File: src/rtl/rv_div_seq_pkg.sv
// rtl/rv_div_seq_pkg.sv - shared state type, funct3 codes and decode helpers for the sequential divider
package rv_div_seq_pkg;

    typedef enum logic [1:0] {
        DIV_IDLE,
        DIV_CALC,
        DIV_FIX,
        DIV_DONE
    } div_state_t;

    localparam logic [2:0] DIV_F3_DIV  = 3'b100;
    localparam logic [2:0] DIV_F3_DIVU = 3'b101;
    localparam logic [2:0] DIV_F3_REM  = 3'b110;
    localparam logic [2:0] DIV_F3_REMU = 3'b111;

    function automatic logic div_is_signed(input logic [2:0] f3);
        return (f3 == DIV_F3_DIV) || (f3 == DIV_F3_REM);
    endfunction

    function automatic logic div_is_rem(input logic [2:0] f3);
        return (f3 == DIV_F3_REM) || (f3 == DIV_F3_REMU);
    endfunction

endpackage

File: src/rtl/rv_div_seq_if.sv
// rtl/rv_div_seq_if.sv - request/control/result bundle between the ALU stage and the divider
interface rv_div_seq_if #(
    parameter int WIDTH = 32
);
    logic             i_flush;
    logic             i_stall;
    logic             i_start;
    logic [2:0]       i_funct3;
    logic [WIDTH-1:0] i_dividend;
    logic [WIDTH-1:0] i_divisor;
    logic             o_busy;
    logic             o_valid;
    logic [WIDTH-1:0] o_result;

    modport master (
        output i_flush, i_stall, i_start, i_funct3, i_dividend, i_divisor,
        input  o_busy, o_valid, o_result
    );

    modport slave (
        input  i_flush, i_stall, i_start, i_funct3, i_dividend, i_divisor,
        output o_busy, o_valid, o_result
    );
endinterface

File: src/rtl/rv_div_step.sv
// rtl/rv_div_step.sv - one combinational restoring-division step (shift, trial subtract, select)
module rv_div_step #(
    parameter int WIDTH = 32
) (
    input  logic [WIDTH:0]   i_rem,
    input  logic [WIDTH-1:0] i_quo,
    input  logic [WIDTH-1:0] i_div,
    output logic [WIDTH:0]   o_rem,
    output logic [WIDTH-1:0] o_quo
);
    logic [WIDTH+1:0] w_sh;
    logic [WIDTH+1:0] w_sub;
    logic             w_ge;

    // One extra headroom bit so the borrow of the trial subtract is the sign bit.
    assign w_sh  = {i_rem, i_quo[WIDTH-1]};
    assign w_sub = w_sh - {2'b00, i_div};
    assign w_ge  = ~w_sub[WIDTH+1];

    assign o_rem = w_ge ? w_sub[WIDTH:0] : w_sh[WIDTH:0];
    assign o_quo = {i_quo[WIDTH-2:0], w_ge};
endmodule

File: src/rtl/rv_div_seq.sv
// rtl/rv_div_seq.sv - RV32M DIV/DIVU/REM/REMU sequencer, one quotient bit per cycle; RV_DIV_FAST_ZERO_EN short-circuits divide by zero
module rv_div_seq
    import rv_div_seq_pkg::*;
#(
    parameter int WIDTH = 32
) (
    input  logic       i_clk,
    input  logic       i_reset,
    rv_div_seq_if.slave bus
);
    localparam int CNT_W = $clog2(WIDTH);

    div_state_t       r_state;
    div_state_t       w_next;
    logic [2:0]       r_funct3;
    logic [WIDTH:0]   r_rem;
    logic [WIDTH-1:0] r_quo;
    logic [WIDTH-1:0] r_div;
    logic [WIDTH-1:0] r_result;
    logic [CNT_W-1:0] r_cnt;
    logic             r_neg_q;
    logic             r_neg_r;

    logic             w_signed;
    logic             w_sa;
    logic             w_sb;
    logic [WIDTH-1:0] w_abs_a;
    logic [WIDTH-1:0] w_abs_b;
    logic             w_accept;
    logic             w_fast_zero;
    logic [WIDTH:0]   w_step_rem;
    logic [WIDTH-1:0] w_step_quo;
    logic [WIDTH-1:0] w_q_fix;
    logic [WIDTH-1:0] w_r_fix;
    logic [WIDTH-1:0] w_fix_val;

    assign w_signed = div_is_signed(bus.i_funct3);
    assign w_sa     = w_signed & bus.i_dividend[WIDTH-1];
    assign w_sb     = w_signed & bus.i_divisor[WIDTH-1];
    assign w_abs_a  = w_sa ? -bus.i_dividend : bus.i_dividend;
    assign w_abs_b  = w_sb ? -bus.i_divisor  : bus.i_divisor;
    assign w_accept = (r_state == DIV_IDLE) & bus.i_start & ~bus.i_flush;

`ifdef RV_DIV_FAST_ZERO_EN
    assign w_fast_zero = (bus.i_divisor == '0);
`else
    assign w_fast_zero = 1'b0;
`endif

    rv_div_step #(.WIDTH(WIDTH)) u_step (
        .i_rem (r_rem),
        .i_quo (r_quo),
        .i_div (r_div),
        .o_rem (w_step_rem),
        .o_quo (w_step_quo)
    );

    // Divide by zero must keep the all-ones quotient, so only negate for a real divisor.
    assign w_q_fix   = (r_neg_q && (r_div != '0)) ? -r_quo : r_quo;
    assign w_r_fix   = r_neg_r ? -r_rem[WIDTH-1:0] : r_rem[WIDTH-1:0];
    assign w_fix_val = div_is_rem(r_funct3) ? w_r_fix : w_q_fix;

    always_ff @(posedge i_clk) begin
        if (i_reset) begin
            r_state <= DIV_IDLE;
        end else begin
            r_state <= w_next;
        end
    end

    always_comb begin
        w_next      = r_state;
        bus.o_busy  = 1'b0;
        bus.o_valid = 1'b0;
        case (r_state)
            DIV_IDLE: begin
                bus.o_busy = bus.i_start;
                if (bus.i_start) begin
                    w_next = w_fast_zero ? DIV_DONE : DIV_CALC;
                end
            end
            DIV_CALC: begin
                bus.o_busy = 1'b1;
                if (r_cnt == '0) begin
                    w_next = DIV_FIX;
                end
            end
            DIV_FIX: begin
                bus.o_busy = 1'b1;
                w_next     = DIV_DONE;
            end
            DIV_DONE: begin
                bus.o_valid = 1'b1;
                if (!bus.i_stall) begin
                    w_next = DIV_IDLE;
                end
            end
            default: w_next = DIV_IDLE;
        endcase
        if (bus.i_flush) begin
            w_next = DIV_IDLE;
        end
    end

    always_ff @(posedge i_clk) begin
        if (i_reset) begin
            r_funct3 <= '0;
            r_rem    <= '0;
            r_quo    <= '0;
            r_div    <= '0;
            r_cnt    <= '0;
            r_neg_q  <= 1'b0;
            r_neg_r  <= 1'b0;
            r_result <= '0;
        end else if (w_accept) begin
            r_funct3 <= bus.i_funct3;
            r_rem    <= '0;
            r_quo    <= w_abs_a;
            r_div    <= w_abs_b;
            r_cnt    <= CNT_W'(WIDTH - 1);
            r_neg_q  <= w_sa ^ w_sb;
            r_neg_r  <= w_sa;
            if (w_fast_zero) begin
                r_result <= div_is_rem(bus.i_funct3) ? bus.i_dividend : '1;
            end
        end else if (r_state == DIV_CALC) begin
            r_rem <= w_step_rem;
            r_quo <= w_step_quo;
            r_cnt <= r_cnt - 1'b1;
        end else if ((r_state == DIV_FIX) && !bus.i_flush) begin
            r_result <= w_fix_val;
        end
    end

    assign bus.o_result = r_result;
endmodule

File: src/flat_wrapper.sv
// flat-port wrapper written by rule: the top's interface ports become plain ports
module rv_div_seq_flat import rv_div_seq_pkg::*;
#(
    parameter int WIDTH = 32
)
  (i_clk, i_reset, bus_i_flush, bus_i_stall, bus_i_start, bus_i_funct3, bus_i_dividend, bus_i_divisor, bus_o_busy, bus_o_valid, bus_o_result);
  rv_div_seq_if #(.WIDTH(WIDTH)) bus_i ();
  input  logic i_clk;
  input  logic i_reset;
  input wire logic [$bits(bus_i.i_flush)-1:0] bus_i_flush;
  input wire logic [$bits(bus_i.i_stall)-1:0] bus_i_stall;
  input wire logic [$bits(bus_i.i_start)-1:0] bus_i_start;
  input wire logic [$bits(bus_i.i_funct3)-1:0] bus_i_funct3;
  input wire logic [$bits(bus_i.i_dividend)-1:0] bus_i_dividend;
  input wire logic [$bits(bus_i.i_divisor)-1:0] bus_i_divisor;
  output wire logic [$bits(bus_i.o_busy)-1:0] bus_o_busy;
  output wire logic [$bits(bus_i.o_valid)-1:0] bus_o_valid;
  output wire logic [$bits(bus_i.o_result)-1:0] bus_o_result;
  assign bus_i.i_flush = bus_i_flush;
  assign bus_i.i_stall = bus_i_stall;
  assign bus_i.i_start = bus_i_start;
  assign bus_i.i_funct3 = bus_i_funct3;
  assign bus_i.i_dividend = bus_i_dividend;
  assign bus_i.i_divisor = bus_i_divisor;
  assign bus_o_busy = bus_i.o_busy;
  assign bus_o_valid = bus_i.o_valid;
  assign bus_o_result = bus_i.o_result;
  rv_div_seq #(.WIDTH(WIDTH)) u_core (.i_clk(i_clk), .i_reset(i_reset), .bus(bus_i));
endmodule
File: config.mk
export PLATFORM = sky130hd
export DESIGN_NAME = rv_div_seq_flat
export DESIGN_NICKNAME = d
export VERILOG_FILES = /design/src/rtl/rv_div_seq_pkg.sv /design/src/rtl/rv_div_seq_if.sv /design/src/rtl/rv_div_step.sv /design/src/rtl/rv_div_seq.sv /design/src/flat_wrapper.sv
export SDC_FILE = /design/constraint.sdc
export NUM_CORES = 1
export LEC_CHECK = 0
export CORE_MARGIN = 2
export CORE_UTILIZATION = 50
export CTS_BUF_LIST = sky130_fd_sc_hd__clkbuf_16
export CTS_CLUSTER_SIZE = 12
export DETAILED_ROUTE_END_ITERATION = 10
export PLACE_DENSITY = 0.72
export SYNTH_ARGS = -nofsm -noshare
export SYNTH_HDL_FRONTEND = slang
export SYNTH_HIERARCHICAL = 1
export SYNTH_SLANG_ARGS = --single-unit
File: constraint.sdc
create_clock -name i_clk -period 4.2 [get_ports i_clk]
set_input_delay 0.84 -clock i_clk [delete_from_list [all_inputs] [get_ports i_clk]]
set_output_delay 0.84 -clock i_clk [all_outputs]
set_load 0.05 [all_outputs]
# --- After elaboration in Yosys (flattened, before gate mapping) ---
# Cells that the tools add are included.
word_totals:
  word_cells: 64
  ff_bits: 141
  in_bits: 72
  output_inout_bits: 34
classes:
  eq_ne: 10
  addsub: 6
  n_mux: 16
  n_reduce_logical: 14
  bitwise: 9
ops:
  columns: ["op", "count"]
  rows:
  - ["$mux 32", 7]
  - ["$neg 32->32", 4]
  - ["$sub 34x32->34", 1]
  - ["$mux 33", 1]
  - ["$reduce_bool 32->1", 1]
  - ["$eq 3x3->1 const B", 4]
  - ["$mux 5", 2]
  - ["$pmux 2 s4", 1]
  - ["$mux 2", 3]
  - ["$reduce_and 3->1", 2]
  - ["$reduce_or 2->1", 3]
  - ["$logic_not 5->1", 1]
  - ["$sub 5x1->5 const B", 1]
  - ["$and 1x1->1", 4]
  - ["$eq 2x2->1 const B", 2]
  - ["$ne 2x2->1 const B", 2]
  - ["$not 1->1", 4]
  - ["$eq 2x1->1 const B", 1]
  - ["$logic_and 1x1->1", 2]
  - ["$logic_not 2->1", 1]
  - ["$logic_or 1x1->1", 2]
  - ["$ne 2x1->1 const B", 1]
  - ["$pmux 1 s2", 1]
  - ["$reduce_bool 2->1", 1]
  - ["other kinds (3)", 3]

# --- Longest topological paths before layout ---
# Gate-level depths: netlist of the first run.
depth:
  ltp_word: 5
  depth_mapped: 16
  mapped_depth_nobuf: 14

# --- By module ---
# Netlist of the first run, hierarchy kept.
modules_own_cells:
  columns: ["mod", "n_inst", "cells_each", "area_each_um2", "seq_area_each_um2"]
  rows:
  - ["rv_div_seq", 1, 967, 8001.4, 2802.7]
  - ["rv_div_step", 1, 338, 2453.6, 0.0]

# --- Worst setup path before layout of the first run ---
# No wires, ideal clock.
synth_path:
  kind: "reg2reg"
  from: "reg u_core.r_div[6]"
  to: "reg u_core.r_rem[27]"
  synth_period_minus_slack_ns: 3.035
  path_stages_with_launch: 15
  slack_ns: 1.165
  n_path_buf: 2
  setup_time_ns: 0.128
  arrival_time_ns: 2.907
  cell_sequence: "dfxtp_1 -> inv_1 -> ha_1 -> clkbuf_1 -> nand2_1 -> or3b_1 -> a211oi_2 -> o31ai_1 -> and3_4 -> o31ai_4 -> xor2_1 -> buf_4 -> mux2_2 -> mux2i_1 -> nor2_1"
synth_between:
  elab_chain_len: 2
synth_rtl:
  columns: ["item", "line", "rtl"]
  rows:
  - ["start: declaration", "rv_div_seq.sv:18", "logic [WIDTH-1:0] r_div;"]
  - ["start signal: assignment", "rv_div_seq.sv:119", "r_div <= w_abs_b;"]
  - ["$sub 34x32->34", "rv_div_step.sv:17", "assign w_sub = w_sh - {2'b00, i_div};"]
  - ["$mux 33", "rv_div_step.sv:20", "assign o_rem = w_ge ? w_sub[WIDTH:0] : w_sh[WIDTH:0];"]
  - ["via u_core.w_step_rem[27]", "rv_div_seq.sv:31", "logic [WIDTH:0] w_step_rem;"]
  - ["end signal: assignment", "rv_div_seq.sv:127", "r_rem <= w_step_rem;"]
  - ["end: declaration", "rv_div_seq.sv:16", "logic [WIDTH:0] r_rem;"]
# The timed path passes the listed nets, and every way through them passes these cells.
# A chain may end at the register's enable or synchronous reset.

# --- Worst setup path in the final report of the first run ---
layout_path:
  from: "reg u_core.r_div[8]"
  to: "reg u_core.r_rem[28]"
# The elaborated chain is that of the path after synthesis.

==> results of run 1 <==
-- metrics by stage --
stage          total power [mW]  util [%]  hold slack (ns)
6_report                   3.93      59.0            0.464
5_1_grt                    4.12      59.0            0.508
4_1_cts                    3.92      59.0            0.468
3_5_place_dp               2.60      56.5            0.455
3_3_place_gp               2.58      56.5            0.455
2_1_floorplan              2.34         -            0.439
-- worst max-delay path, stage by stage, from the launching register on --
cell and delay, ns:
dfxtp_1 0.36, inv_1 0.08, ha_1 0.40, and3_1 0.21, or3b_1 0.37, a211oi_2 0.33
o31ai_1 0.11, and3_4 0.22, o31ai_4 0.26, xor2_4 0.17, buf_4 0.29, mux2_2 0.38
mux2i_1 0.15, nor2_1 0.06
-- registers in the layout (all words and copies together) (netlist names) --
| name | flops |
|---|---|
| u_core/r_neg_r | 1 |
| u_core/r_funct3 | 2 |
| u_core/bus.o_result | 32 |
| u_core/r_div | 32 |
| u_core/r_neg_q | 1 |
| u_core/r_rem | 33 |
| u_core/r_state | 2 |
| u_core/r_quo | 32 |
| u_core/r_cnt | 5 |
-- layer usage --
layer | vias up | part of all wire [%]
met1 | 4455 | 48
met2 | 309 | 43
met3 | 35 | 6.6
met4 | 0 | 1.9
li1 | 4779 | -
met5 | - | 0
-- power by group --
group	switching, mW	total (mW)	internal, mW
Combinational	0.621	1.12	0.497
Sequential	0.0877	1.48	1.39
Clock	0.590	1.33	0.739
Total	1.30	3.93	2.63
-- worst paths after layout --
check	start	to	slack, ns
hold reg to reg	u_core/bus.o_result[12]	u_core/bus.o_result[12]	0.46
setup / recovery	u_core/r_div[8]	u_core/r_rem[28]	0.70
hold / removal	u_core/bus.o_result[12]	u_core/bus.o_result[12]	0.46
setup reg to reg	u_core/r_div[8]	u_core/r_rem[28]	0.70
-- placed cells by master (no fill, tap or decap), drive strengths merged, types with 12 or more instances in the layout --
cell type        n
a21oi           70
or4             14
a22oi           12
xnor2           80
nor4            23
mux2i           65
o21ai           74
clkdlybuf4s50  104
o31ai           29
nor3            33
nor2b           13
clkbuf          17
a211oi          46
or3             12
inv             59
dfxtp          140
xor2            65
ha              42
buf             22
o41ai           14
a21o            27
nand4           12
nand2           81
nand3           15
o22ai           12
mux2            25
nor2           141
-- cell type report --
class                   count  share of cell area, %
clock inverters            15                  0.708
inverters                  56                   1.75
repair buffers            126                   10.0
clock buffers              17                   3.54
well taps                 270                   2.81
flip-flops and latches    140                   23.3
multi-input cells        1007                   57.9
-- kinds of logic after synthesis --
| family | after synthesis | synth area share [%] |
|---|---|---|
| AND/OR/NAND/NOR | 384 | 17.7 |
| AO/OA/AOI/OAI | 345 | 22.2 |
| buffers and inverters | 158 | 7.01 |
| XOR/XNOR | 145 | 12.1 |
| flip-flops | 140 | 26.8 |
| multiplexers | 90 | 8.92 |
| adder cells (fa/ha/maj) | 43 | 5.22 |
==> flow_metrics.tcl, run 1 <==
set metrics [dict create \
    use_met2_pct 39.7 \
    die_x_um 149 \
    grt_pass1_vias 8777 \
    yosys-top-cells-count "141 x nor2_1, 140 x dfxtp_1, 81 x nand2_1, 80 x xnor2_1, 70 x a21oi_1" \
    drt_iter0_markers 791 \
    cts-root-buf "clkbuf_16" \
    wl_um 28900 \
    fin_crit_sh_pct 83.3 \
    routedWlPerCell_um 17.7 \
    use_met3_pct 4.02 \
    min_path_type "reg2reg" \
    synth_edf_count 0 \
    critPathArrivalTime_ns 3.79 \
    seq_area_um2 2800 \
    grt_start_max_net_pins 49 \
    grt_pass1_wl_um 46800 \
    ir_drop_mv 0.264 \
    groute.layer.met1.usage_pct 39.0 \
    dr.pass1.iters 7 \
    synth.ff_latch_count 140 \
    hold_violations 0 \
    grt_usage_pct 26.4 \
    skew_ns 0.00685 \
    setup_violations 0 \
    worstPathRequired_ns 4.50 \
    fin_crit_ns 3.50 \
    ys_types 70 \
    syn_inst 1305 \
    synth.net_count 1420 \
    cts.sink_count 140 \
    tritoncts "yes" \
    syn_area_per_cell_um2 8.01 \
    powerDensity_nw_per_um2 327 \
    overflow 0 \
    yosys.area.top_type "dfxtp_1" \
    clkLatencyLatePin_ns 0.42 \
    finalSetupTns_ns 0 \
    crit_fanout 19 \
    path_class "reg2reg" \
    antenna_found_initial 0 \
    seq_area_frac_synth_pct 26.8 \
    hold_depth 2 \
    gp_congestion 0.929 \
    io_buffer_count 105 \
    max_freq_mhz 286 \
    avgViaCountPerCell 5.87 \
    path_clk_slew_ns 0.06 \
    dp_hpwl_um 22200 \
    p_leak_nw 4.57 \
    fin_area_um2 12000 \
    cts_max_level 4 \
    dieArea_um2 22100 \
    postCtsHoldBufs 0 \
    areaGrowthSynthToFinish_pct 15.0 \
    cap_violations 0 \
    nets 1463 \
    ys_top_cells_by_area "dfxtp_1 27%, xnor2_1 6.7%, mux2i_1 6.2%" \
    netlist_area_um2 10500 \
    place_ws_ns 0.687 \
    cts_buffer_depth 2 \
    synth_top_flop_cell "dfxtp_1" \
    diodes 0 \
    dieHeight_um 149 \
    post-cts-setup-buffers 0 \
    layout.cells.non_filler 1631 \
    start_util_pct 51.3 \
    rsz0062_at_grt "no" \
    io-pin-count 106 \
    post-route-drc-count 0 \
    start_kind "flip-flop" \
    endpoint_kind "flip-flop" \
    coreArea_um2 20400 \
    maxSlewHeadroom_pct 12.5 \
    layout_setup_ws_ns 0.703 \
    vias 9578 \
    rows 52 \
    grt.busiest_layer "met2" \
    cts_buffers 17 \
    synth_top_area_share_pct 26.8 \
    ant_nets 0 \
    placed_area_um2 11500 \
    drv_slew 0 \
    yosys_warnings 6 \
    status "finished, final reports clean" \
    synth_most_common_cell "nor2_1" \
    ff2ff_path_depth 13 \
    drive_above_1_share_pct 5.66 \
    async_reset_ff_share_pct 0 \
    fillers 1881 \
    post-place-cells 1599 \
    worstMarginPinSlew_ns 1.31 \
    cts_resized 0 \
    multi_input_comb_area_um2 6960 \
]
(Power assumes the default switching activity.)
==> run 2, diff against run 1 <==
PLACE_DENSITY = 0.74   (was 0.72)
clock period = 3 ns   (was 4.2 ns; I/O delays follow)
==> run 2 against run 1 <==
  * The run now ends with negative setup slack left
  * Register-to-register slack got worse by 0.94 ns
  * Count of clock-buffer cells in the layout stayed put
  * Global-route usage grew 2.5 points
  * Largest power group is now combinational cells
  * Fmax up 7.9%
  * Worst hold slack better by 0.010 ns
  * Highest routed layer unchanged
  * Total power up 57%
  * Cell area increased by 12%
  * Flip-flop and latch count stayed put
  * Sequential power increased by 39%
  * Routed wire length is 11% higher
  * Clock skew is 0.0019 ns higher
==> flow_metrics.tcl, run 2 (synthesis gave the netlist of run 1 again) <==
set metrics [dict create \
    cts.sink_count 140 \
    avgViaCountPerCell 5.92 \
    fin_crit_ns 3.24 \
    ir_drop_mv 0.351 \
    die_x_um 149 \
    overflow 0 \
    power_mw 6.16 \
    rr_startpoint "u_core/r_div[11]" \
    dp_hpwl_um 23900 \
    dieHeight_um 149 \
    place_ws_ns -0.177 \
    use_met2_pct 43.4 \
    layout.cells.non_filler 1771 \
    hold-path-endpoint "u_core/bus.o_result[28]" \
    vias 10484 \
    grt.busiest_layer "met2" \
    clkLatencyLatePin_ns 0.43 \
    grt_usage_pct 28.9 \
    tritoncts "yes" \
    powerDensity_nw_per_um2 458 \
    final_common_cell "buf_4" \
    min_from "u_core/bus.o_result[28]" \
    worstMarginPinSlew_ns 1.30 \
    antenna_found_initial 0 \
    rows 52 \
    drt_iter0_markers 944 \
    largest_reg_flops 33 \
    top_register "u_core/r_rem" \
    post-place-cells 1724 \
    status "finished, violations left" \
    fin_util_pct 66.1 \
    gp_congestion 0.909 \
    layout_setup_ws_ns -0.241 \
    drive_above_1_share_pct 17.9 \
    areaGrowthSynthToFinish_pct 28.7 \
    cts_max_level 4 \
    slowest_delay_ns 0.42 \
    critPathSlowestCell "or3b_1" \
    worstPathRequired_ns 3.30 \
    skew_ns 0.00879 \
    reg2reg_slack_ns -0.24 \
    dr.pass1.iters 7 \
    io_buffer_count 105 \
    wl_um 32100 \
    ant_nets 0 \
    endpoint_kind "flip-flop" \
    grt_pass1_wl_um 50900 \
    start_kind "flip-flop" \
    crit_fanout 6 \
    coreArea_um2 20400 \
    dieArea_um2 22100 \
    drv_slew 0 \
    path_clk_slew_ns 0.06 \
    grt_pass1_vias 9653 \
    fin_crit_sh_pct 108 \
    p_leak_nw 5.34 \
    cts_buffer_depth 2 \
    hold_violations 0 \
    postCtsHoldBufs 0 \
    nets 1603 \
    finalSetupTns_ns -5.32 \
    diodes 0 \
    setup_violations 34 \
    groute.layer.met1.usage_pct 42.0 \
    use_met3_pct 3.62 \
    critPathArrivalTime_ns 3.54 \
    max_freq_mhz 309 \
    grt_start_max_net_pins 39 \
    crit_chain "inv_1 -> ha_4 -> nand4_1 -> or3b_1 -> a211oi_2 -> o31ai_1 -> and3_4 -> o31ai_4 -> xor2_4 -> buf_4 -> buf_8 -> mux2_2 -> mux2i_1 -> nor2_1" \
    post-route-drc-count 0 \
    cap_violations 0 \
    mostFrequentLayoutCells "152 x buf_4, 138 x nor2_1, 132 x dfxtp_1" \
    cts-root-buf "clkbuf_16" \
    io-pin-count 106 \
    start_util_pct 51.3 \
    routedWlPerCell_um 18.1 \
    rsz0062_at_grt "yes" \
    maxSlewHeadroom_pct 12.7 \
    hold_depth 2 \
    violations "negative setup slack" \
    ff2ff_path_depth 14 \
    r2r-end "u_core/r_rem[31]" \
    cts_buffers 17 \
    min_path_type "reg2reg" \
    path_class "reg2reg" \
]
run 2: cell count changes in the layout (fill, tap and decap cells not counted), moves of 3 or more:
cell / change
buf_12: +3
dfxtp_2: +8
inv_6: +3
buf_6: +3
mux2_1: -14
inv_1: -4
inv_2: +5
dfxtp_1: -8
ha_4: +9
ha_1: -9
buf_4: +131
clkinv_1: -4
mux2_4: +16
run 2: cell type report:
cell class	instances	area (µm²)
Clock buffer	17	425
Clock inverter	15	125
Fill cell	1653	6910
Inverter	56	210
Multi-Input combinational cell	1007	7190
Sequential cell	140	2810
Tap cell	270	338
Timing Repair Buffer	266	2350
run 2: layer usage:
| metal | up-vias | wire length, µm |
|---|---|---|
| li1 | 5047 | - |
| met1 | 4940 | 14800 |
| met2 | 436 | 14000 |
| met3 | 61 | 2200 |
| met4 | 0 | 1160 |
| met5 | - | 0 |
run 2: worst max path at each step:
stage | to | depth (start not counted) | slack [ns] | start
after floorplan | u_core/r_rem[27] | 12 | 0.009 | u_core/r_rem[8]
after global placement | u_core/r_rem[27] | 14 | -0.10 | u_core/r_div[12]
after detailed placement | u_core/r_rem[27] | 14 | -0.18 | u_core/r_div[12]
after CTS | u_core/r_rem[24] | 14 | -0.13 | u_core/r_div[10]
after global routing | u_core/r_rem[29] | 14 | -0.35 | u_core/r_div[12]
final | u_core/r_rem[31] | 14 | -0.24 | u_core/r_div[11]
run 2: per-stage QoR:
stage	hold WS [ns]	area (µm²)
2_1_floorplan	0.439	10500
3_3_place_gp	0.456	12500
3_5_place_dp	0.455	12500
4_1_cts	0.475	13400
5_1_grt	0.499	13500
6_report	0.474	13500
run 2: worst max-delay path: cells and delay by family (launching register included):
kind	cells	cell delay [ns]
compound gates	3	0.63
buf+inv	3	0.34
fa+ha+maj	1	0.26
simple gates	4	0.81
flops	1	0.33
mux	2	0.51
xor+xnor	1	0.23
run 2: report_power, final:
part | leakage, nW | internal [mW] | total (mW) | switching, mW
sequential | 1.14 | 1.95 | 2.05 | 0.0986
clock | 0.270 | 1.14 | 2.01 | 0.868
combinational | 3.93 | 1.05 | 2.11 | 1.06
total | 5.34 | 4.14 | 6.16 | 2.02
run 2: what timing repair did:
action / CTS / global route
endpoints found under the setup margin: 29 / 34
cloned: 2 / 2
setup buffers: 11 / 2
pin swaps: 12 / 13
endpoints found under the hold margin: 0 / 0
resized for setup: 37 / 24
